<file path="src/rtl/minisrc_pkg.sv">
// Shared Mini SRC definitions: bus width, the bus word type, the default
// out-port FIFO depth and the I/O port addresses used by the CPU's in/out
// port decode.
package minisrc_pkg;

  // Width of the CPU bus and of every out-port word.
  localparam int DATA_W = 32;

  // One CPU bus word.
  typedef logic [DATA_W-1:0] word_t;

  // Default number of buffered out-port words (power of two, at least 2).
  localparam int OUT_FIFO_DEPTH = 4;

  // I/O port addresses; the in-port and the out-port share this address map.
  localparam logic [3:0] IN_PORT_ADDR  = 4'd0;
  localparam logic [3:0] OUT_PORT_ADDR = 4'd1;

endpackage

</file>
<file path="src/rtl/outport_fifo_core.sv">
// Storage core of the out-port buffer: a DEPTH-entry circular FIFO with a
// show-ahead head word, an occupancy count and full/empty flags. The caller
// guarantees push never happens when full without a pop, and pop never happens
// when empty.
module outport_fifo_core
  import minisrc_pkg::*;
#(
  parameter int DATA_W = 32,
  parameter int DEPTH  = 4
) (
  input  logic              Clock,
  input  logic              Reset,
  input  logic              push,
  input  logic              pop,
  input  logic [DATA_W-1:0] wr_data,
  output logic [DATA_W-1:0] rd_data,
  output logic              empty,
  output logic              full
);

  // DEPTH is a power of two, so pointers wrap naturally at AW bits.
  localparam int AW = $clog2(DEPTH);
  localparam logic [AW:0] DEPTH_CNT = (AW+1)'(DEPTH);

  logic [DATA_W-1:0] mem [DEPTH];
  logic [AW-1:0]     wr_ptr;
  logic [AW-1:0]     rd_ptr;
  logic [AW:0]       count;

  // Storage: cleared on reset so the head word reads zero; written on push.
  always_ff @(posedge Clock or posedge Reset) begin
    if (Reset) begin
      for (int i = 0; i < DEPTH; i++) begin
        mem[i] <= '0;
      end
    end else if (push) begin
      mem[wr_ptr] <= wr_data;
    end
  end

  // Pointer and occupancy tracking; simultaneous push and pop keep count.
  always_ff @(posedge Clock or posedge Reset) begin
    if (Reset) begin
      wr_ptr <= '0;
      rd_ptr <= '0;
      count  <= '0;
    end else begin
      if (push) begin
        wr_ptr <= wr_ptr + 1'b1;
      end
      if (pop) begin
        rd_ptr <= rd_ptr + 1'b1;
      end
      case ({push, pop})
        2'b10:   count <= count + 1'b1;
        2'b01:   count <= count - 1'b1;
        default: count <= count;
      endcase
    end
  end

  // Show-ahead head word and flags derived directly from registered state.
  assign rd_data = mem[rd_ptr];
  assign empty   = (count == '0);
  assign full    = (count == DEPTH_CNT);

endmodule

</file>
<file path="src/rtl/out_port_buffer.sv">
// Out-port buffer for the Mini SRC CPU. Every OutPort_en strobe deposits the
// bus word into a small FIFO that an external consumer drains over a
// valid/ready handshake, so a slow sink never stalls the CPU. Writes that
// arrive while the FIFO is full (and not draining that cycle) are dropped and
// latch the sticky overflow flag.
// Build option: define OUT_PORT_ECHO_EN to add out_port_last, a register that
// holds the most recently accepted word (the classic out-port display value).
module out_port_buffer
#(
  parameter int DATA_W = minisrc_pkg::DATA_W,
  parameter int DEPTH  = minisrc_pkg::OUT_FIFO_DEPTH
) (
  input  logic              Clock,
  input  logic              Reset,
  input  logic              OutPort_en,
  input  logic [DATA_W-1:0] BusMux_out,
  output logic              out_valid,
  output logic [DATA_W-1:0] out_data,
  input  logic              out_ready,
  output logic              full,
  output logic              overflow
`ifdef OUT_PORT_ECHO_EN
  ,
  output logic [DATA_W-1:0] out_port_last
`endif
);
  import minisrc_pkg::*;

  logic push;
  logic pop;
  logic fifo_empty;
  logic fifo_full;
  logic overflow_reg;

  // A pop only happens with data present; a full FIFO still accepts a word in
  // the same cycle it hands one out, which keeps one-word-per-cycle streaming.
  assign pop  = out_valid && out_ready;
  assign push = OutPort_en && (!fifo_full || pop);

  outport_fifo_core #(
    .DATA_W (DATA_W),
    .DEPTH  (DEPTH)
  ) u_core (
    .Clock   (Clock),
    .Reset   (Reset),
    .push    (push),
    .pop     (pop),
    .wr_data (BusMux_out),
    .rd_data (out_data),
    .empty   (fifo_empty),
    .full    (fifo_full)
  );

  assign out_valid = !fifo_empty;
  assign full      = fifo_full;

  // Sticky drop indicator: set by any strobe that could not be accepted.
  always_ff @(posedge Clock or posedge Reset) begin
    if (Reset) begin
      overflow_reg <= 1'b0;
    end else if (OutPort_en && !push) begin
      overflow_reg <= 1'b1;
    end
  end

  assign overflow = overflow_reg;

`ifdef OUT_PORT_ECHO_EN
  logic [DATA_W-1:0] last_reg;

  // Echo register follows accepted words only; dropped writes leave it alone.
  always_ff @(posedge Clock or posedge Reset) begin
    if (Reset) begin
      last_reg <= '0;
    end else if (push) begin
      last_reg <= BusMux_out;
    end
  end

  assign out_port_last = last_reg;
`endif

endmodule

</file>
<file path="config.mk">
export PLATFORM = sky130hd
export DESIGN_NAME = out_port_buffer
export DESIGN_NICKNAME = d
export VERILOG_FILES = /design/src/rtl/minisrc_pkg.sv /design/src/rtl/outport_fifo_core.sv /design/src/rtl/out_port_buffer.sv
export SDC_FILE = /design/constraint.sdc
export NUM_CORES = 1
export LEC_CHECK = 0
export CAP_MARGIN = 5
export CORE_MARGIN = 5
export CORE_UTILIZATION = 55
export CTS_CLUSTER_DIAMETER = 120
export DETAILED_ROUTE_END_ITERATION = 16
export PLACE_DENSITY = 0.82
export SLEW_MARGIN = 20
export SYNTH_ARGS = -nofsm -noshare
export SYNTH_HDL_FRONTEND = slang
export SYNTH_SLANG_ARGS = --single-unit
export TNS_END_PERCENT = 1
</file>
<file path="constraint.sdc">
create_clock -name Clock -period 7.2 [get_ports Clock]
set_input_delay 0.72 -clock Clock [delete_from_list [all_inputs] [get_ports Clock]]
set_output_delay 0.72 -clock Clock [all_outputs]
set_load 0.005 [all_outputs]
</file>
==> flow_summary.yaml, run 1 <==
timing:
  period_minus_slack_ps: 3410
  finalSetupViolCount: 0
  slew_headroom_pct: 26.2
  tns_ps: 0
  finalMaxSlewViolations: 0
  tightest_slew_ps: 1100
  finalHoldViolations: 0
  grt_setup_unrepaired: "no"
  fmax_ghz: 0.293
  finClkSkew_ps: 5.64
  timing.final.crit_share_pct: 47.3
clock_tree:
  root_buffer: "clkbuf_8"
  cts_resized: 0
  postCtsHoldBufs: 0
  cts_tree: "yes"
  cts.sinks: 136
  cts_buffers: 17
  clkTransAtPathRegs_ps: 60
  htree_levels: 4
  post-cts-setup-buffer-count: 0
  clk_latency_ps: 530
  cts_buffer_depth: 2
floorplan:
  die-area_mm2: 0.0131
  dieWidth_um: 115
  core-area_mm2: 0.0108
  die_h_um: 115
  initial_core_util_pct: 55.7
  rows: 38
  io_pins: 71
worst_setup_path:
  cpMaxStageDelayCell: "dfrtp_2"
  crit_fanout: 33
  crit_path_max_incr_delay_ps: 1050
  required_ps: 6480
  path_delay_family: "flip-flops"
  cp_cell_sequence: "mux4_2, clkdlybuf4s50_1"
  criticalPathCategory: "flip-flop to output pin"
  cp.buffers_inverters: 1
  crit_path_end_kind: "output pin"
  cp-start-kind: "flip-flop"
  arrival_ps: 2690
cells_and_area:
  final_util_pct: 68.5
  fin_cells: 576
  largest_reg_flops: 128
  final_cell_mix: "134 x dfrtp_1, 129 x mux2_2, 70 x clkdlybuf4s50_1"
  nNetsFinal: 465
  syn2layout_area_growth_pct: 22.9
  drive_gt1_share_pct: 45.6
  final_common_cell: "dfrtp_1"
  top_register: "u_core.mem"
  diodes: 0
  reg_top3: "u_core.mem (128), u_core.count (3)"
synthesis:
  postSynthCellCount: 352
  syn_nets: 394
  ys_seq_area_share_pct: 56.6
  synth_warnings: 0
  synth-seq-cells: 136
  syn_area_per_cell_um2: 17.1
  netlist_area_mm2: 0.00602
  ys_types: 19
global_routing:
  grt_pass1_vias: 3849
  grt_antenna_before_repair: 0
  grt-ovfl-total: 0
  grt_max_degree: 74
  grt.total_usage_pct: 20.0
  grt_pass1_wl_mm: 19.8
routing:
  vias: 3248
  drcViolationCount: 0
  detail-route-antenna-nets: 0
  viasPerCell: 5.64
  drt_wl_total_mm: 11.6
  dr.first_iter.drc_count: 179
  dr.pass1.iters: 4
  wl_per_cell_um: 20.1
placed_design:
  buffer_ports.inserted: 70
  gp_congestion: 0.746
  placed_cells: 543
  dp_hpwl_mm: 6.74
run_status:
  outcome: "finished clean"
job:
  drv_cap: 0
worst_hold_path:
  hold_class: "flip-flop to flip-flop"
power:
  cellLeakagePower_nw: 3.03
  ir_drop_mv: 0.270
  powerDensity_mw_per_mm2: 514
cell families (layout without fill, tap and decap cells):
group                    Yosys count  count (layout)  share of synthesized area, %
multiplexers                     162             162                          36.3
adder cells (fa/ha/maj)            6               6                          1.37
AND/OR/NAND/NOR                   14              14                          1.33
flip-flops                       136             136                          56.6
XOR/XNOR                           6               6                         0.874
buffers and inverters             26             110                          3.29
AO/OA/AOI/OAI                      2               2                         0.270
power breakdown:
| part | switching, W | internal (W) | total [W] |
|---|---|---|---|
| Clock | 0.000306 | 0.000574 | 0.000880 |
| Sequential | 0.000304 | 0.00116 | 0.00146 |
| Combinational | 0.000434 | 0.00102 | 0.00146 |
worst paths after layout:
| kind | start | endpoint | slack, ps | depth (start not counted) |
|---|---|---|---|---|
| min reg2reg | overflow$_DFFE_PP0P_ | overflow$_DFFE_PP0P_ | 470 | 1 |
| min in group asynchronous | Reset | u_core.mem[4]$_DFFE_PP0P_ | 740 | 2 |
| max | u_core.rd_ptr[1]$_DFFE_PP0P_ | out_data[0] | 3790 | 2 |
| max in group asynchronous | Reset | u_core.mem[45]$_DFFE_PP0P_ | 5120 | 3 |
| min | overflow$_DFFE_PP0P_ | overflow$_DFFE_PP0P_ | 470 | 1 |
| max reg2reg | u_core.count[0]$_DFFE_PP0P_ | u_core.count[2]$_DFFE_PP0P_ | 4640 | 8 |
synth_stat cells:
library cell / number / area, um^2
dfrtp_1: 136 / 3400
mux2_2: 129 / 1450
mux4_2: 32 / 721
buf_6: 12 / 135
buf_2: 8 / 40.0
inv_1: 6 / 22.5
ha_1: 5 / 62.6
nand2_1: 5 / 18.8
nor2_1: 5 / 18.8
xnor2_1: 3 / 26.3
xor2_1: 3 / 26.3
a21o_1: 1 / 7.51
and3_1: 1 / 6.26
fa_1: 1 / 20.0
mux2i_1: 1 / 10.0
nand2b_1: 1 / 6.26
nor4b_4: 1 / 23.8
o31a_1: 1 / 8.76
or3_1: 1 / 6.26
area by class of cell:
cell class                      instances  area, um^2
Sequential cell                       136        3410
Timing Repair Buffer                   72         736
Tap cell                              140         175
Inverter                                6        25.0
Fill cell                             736        3400
Multi-Input combinational cell        190        2440
Clock buffer                           26         498
Clock inverter                          6         111
worst register-to-register path, delay by kind of cell (launching register included):
kind | cells | cell delay (ps)
AND/OR/NAND/NOR | 3 | 1040
flip-flops | 1 | 450
XOR/XNOR | 2 | 340
buffers and inverters | 1 | 60
adder cells (fa/ha/maj) | 2 | 580
metrics by stage:
stage	hold slack, ps	total power [W]	setup slack, ps	area (um^2)
CTS	474	0.00384	3710	7370
floorplan	451	0.00234	2840	6020
global route	478	0.00404	3630	7400
finish	474	0.00380	3790	7400
detailed placement	459	0.00294	4010	6760
global placement	454	0.00287	4100	6760
layer usage:
layer	GRT usage (%)	share of wire [%]	vias to the layer above
met4	7.28	1.3	0
li1	-	-	1437
met5	0	0	-
met2	31.8	51	66
met1	25.2	43	1728
met3	7.66	4.8	17
Power figures use the tool's default switching activity.
==> inputs of run 2 (changes only) <==
--- a/config.mk
+++ b/config.mk
@@ -7,10 +7,10 @@
 export LEC_CHECK = 0
 export CAP_MARGIN = 5
 export CORE_MARGIN = 5
-export CORE_UTILIZATION = 55
+export CORE_UTILIZATION = 50
 export CTS_CLUSTER_DIAMETER = 120
 export DETAILED_ROUTE_END_ITERATION = 16
-export PLACE_DENSITY = 0.82
+export PLACE_DENSITY = 0.78
 export SLEW_MARGIN = 20
 export SYNTH_ARGS = -nofsm -noshare
 export SYNTH_HDL_FRONTEND = slang
==> constraint.sdc (replaced) <==
create_clock -name Clock -period 3.1 [get_ports Clock]
set_input_delay 0.31 -clock Clock [delete_from_list [all_inputs] [get_ports Clock]]
set_output_delay 0.31 -clock Clock [all_outputs]
set_load 0.005 [all_outputs]
==> flow_summary.yaml, run 2 (synthesis gave the netlist of run 1 again) <==
run_status:
  outcome: "finished clean"
power:
  p_comb_share_pct: 42.1
  ir_drop_mv: 0.676
  powerDensity_mw_per_mm2: 1160
  cellLeakagePower_nw: 3.04
  swShare_pct: 27.6
  clockPowerShare_pct: 20.7
  p_sw_w: 0.00237
  intPower_w: 0.00623
  power_frac_seq_pct: 37.2
  total_power_w: 0.00860
timing:
  slew_headroom_pct: 50.2
  finalMaxSlewViolations: 0
  finalSetupViolCount: 0
  tightest_slew_ps: 748
  finalHoldViolations: 0
  grt_setup_unrepaired: "no"
  finClkSkew_ps: 4.45
  timing.final.crit_share_pct: 81.9
  fmax_ghz: 0.394
  tns_ps: 0
  holdWs_ps: 419
  period_minus_slack_ps: 2540
clock_tree:
  clkTransAtPathRegs_ps: 50
  cts_tree: "yes"
  root_buffer: "clkbuf_16"
  cts_buffer_depth: 2
  htree_levels: 4
  cts_buffers: 17
  postCtsHoldBufs: 0
  clk_latency_ps: 400
  post-cts-setup-buffer-count: 0
  cts_resized: 0
  cts.sinks: 136
cells_and_area:
  final_area_mm2: 0.00739
  syn2layout_area_growth_pct: 22.8
  diodes: 0
  final_common_cell: "dfrtp_1"
  largest_reg_flops: 128
  nNetsFinal: 473
  top_register: "u_core.mem"
  final_cell_mix: "134 x dfrtp_1, 129 x mux2_2, 70 x clkdlybuf4s50_1"
  drive_gt1_share_pct: 46.2
  reg_top3: "u_core.mem (128), u_core.count (3)"
  final_util_pct: 62.0
worst_setup_path:
  cp-start-kind: "flip-flop"
  rr_startpoint: "u_core.count[0]$_DFFE_PP0P_"
  reg2reg_to: "u_core.count[2]$_DFFE_PP0P_"
  cp_cell_sequence: "buf_12, mux4_2, clkdlybuf4s50_1"
  crit_path_max_incr_delay_ps: 570
  crit_path_end_kind: "output pin"
  rrSetupSlack_ps: 1040
  rr_worst_depth: 8
  criticalPathCategory: "flip-flop to output pin"
  cpMaxStageDelayCell: "dfrtp_2"
  arrival_ps: 2230
  crit_fanout: 18
  required_ps: 2790
routing:
  dr.pass1.iters: 4
  vias: 3278
  drcViolationCount: 0
  drt_wl_total_mm: 11.4
  dr.first_iter.drc_count: 219
  wl_per_cell_um: 19.4
  detail-route-antenna-nets: 0
  viasPerCell: 5.57
placed_design:
  buffer_ports.inserted: 70
  gp_congestion: 0.736
  dpl_cell_area_mm2: 0.00686
  dp_hpwl_mm: 6.94
worst_hold_path:
  hold_class: "primary input to asynchronous set/reset pin"
global_routing:
  grt.total_usage_pct: 17.4
  grt_max_degree: 137
  grt_pass1_wl_mm: 19.4
  grt-ovfl-total: 0
  grt_pass1_vias: 3689
  grt_antenna_before_repair: 0
floorplan:
  die-area_mm2: 0.0143
  rows: 40
  io_pins: 71
  dieWidth_um: 120
  core-area_mm2: 0.0119
  initial_core_util_pct: 50.5
  die_h_um: 120
job:
  drv_cap: 0
[run 2: changes by cell type in the layout (fill, tap and decap cells not counted)]
cell       change
clkinv_2       +2
clkbuf_16      +1
buf_4          +7
buf_16         -1
clkbuf_1       +1
clkinv_4       -1
inv_4          -1
buf_12         +2
clkbuf_8       -1
bufinv_16      -3
[run 2: routing by layer]
layer / global-route usage [%] / share of wire (%) / wire (um) / vias up
met5: 0 / 0 / 0 / -
met4: 5.37 / 0.85 / 97 / 0
met3: 5.56 / 4.9 / 560 / 10
met2: 26.7 / 49 / 5600 / 70
met1: 24.0 / 45 / 5160 / 1746
li1: - / - / - / 1452
[run 2: worst max-delay path by stage]
stage,start,endpoint,slack (ps),depth (start not counted)
floorplan,u_core.count[0]$_DFFE_PP0P_,u_core.count[2]$_DFFE_PP0P_,1060,8
global route,u_core.rd_ptr[1]$_DFFE_PP0P_,out_data[0],470,3
CTS,u_core.rd_ptr[1]$_DFFE_PP0P_,out_data[17],530,3
global placement,out_ready,u_core.count[2]$_DFFE_PP0P_,810,9
finish,u_core.rd_ptr[1]$_DFFE_PP0P_,out_data[9],560,3
detailed placement,out_ready,u_core.count[2]$_DFFE_PP0P_,740,9
[run 2: power by group through the flow]
stage	Sequential [W]	Clock, W	Combinational, W
finish	0.00320	0.00178	0.00362
floorplan	0.00303	0	0.00240
CTS	0.00320	0.00183	0.00370
global route	0.00332	0.00191	0.00392
global placement	0.00315	0	0.00360
detailed placement	0.00322	0	0.00368
[run 2: layout make-up]
type	instances	area, um^2
multi-input cells	190	2440
clock inverters	3	15.0
repair buffers	80	801
fillers	875	4520
flip-flops and latches	136	3410
clock buffers	27	513
inverters	6	26.3
well taps	147	184
[run 2: critical path: cells and delay by family (launching register included)]
kind,cells,cell delay [ps]
mux,1,540
flops,1,570
buf+inv,2,710
[run 2: through the flow]
stage                     cells  setup WS, ps
after floorplan             352          1060
final                       589           560
after CTS                   589           526
after detailed placement    559           745
after global routing        589           466
after global placement      559           808
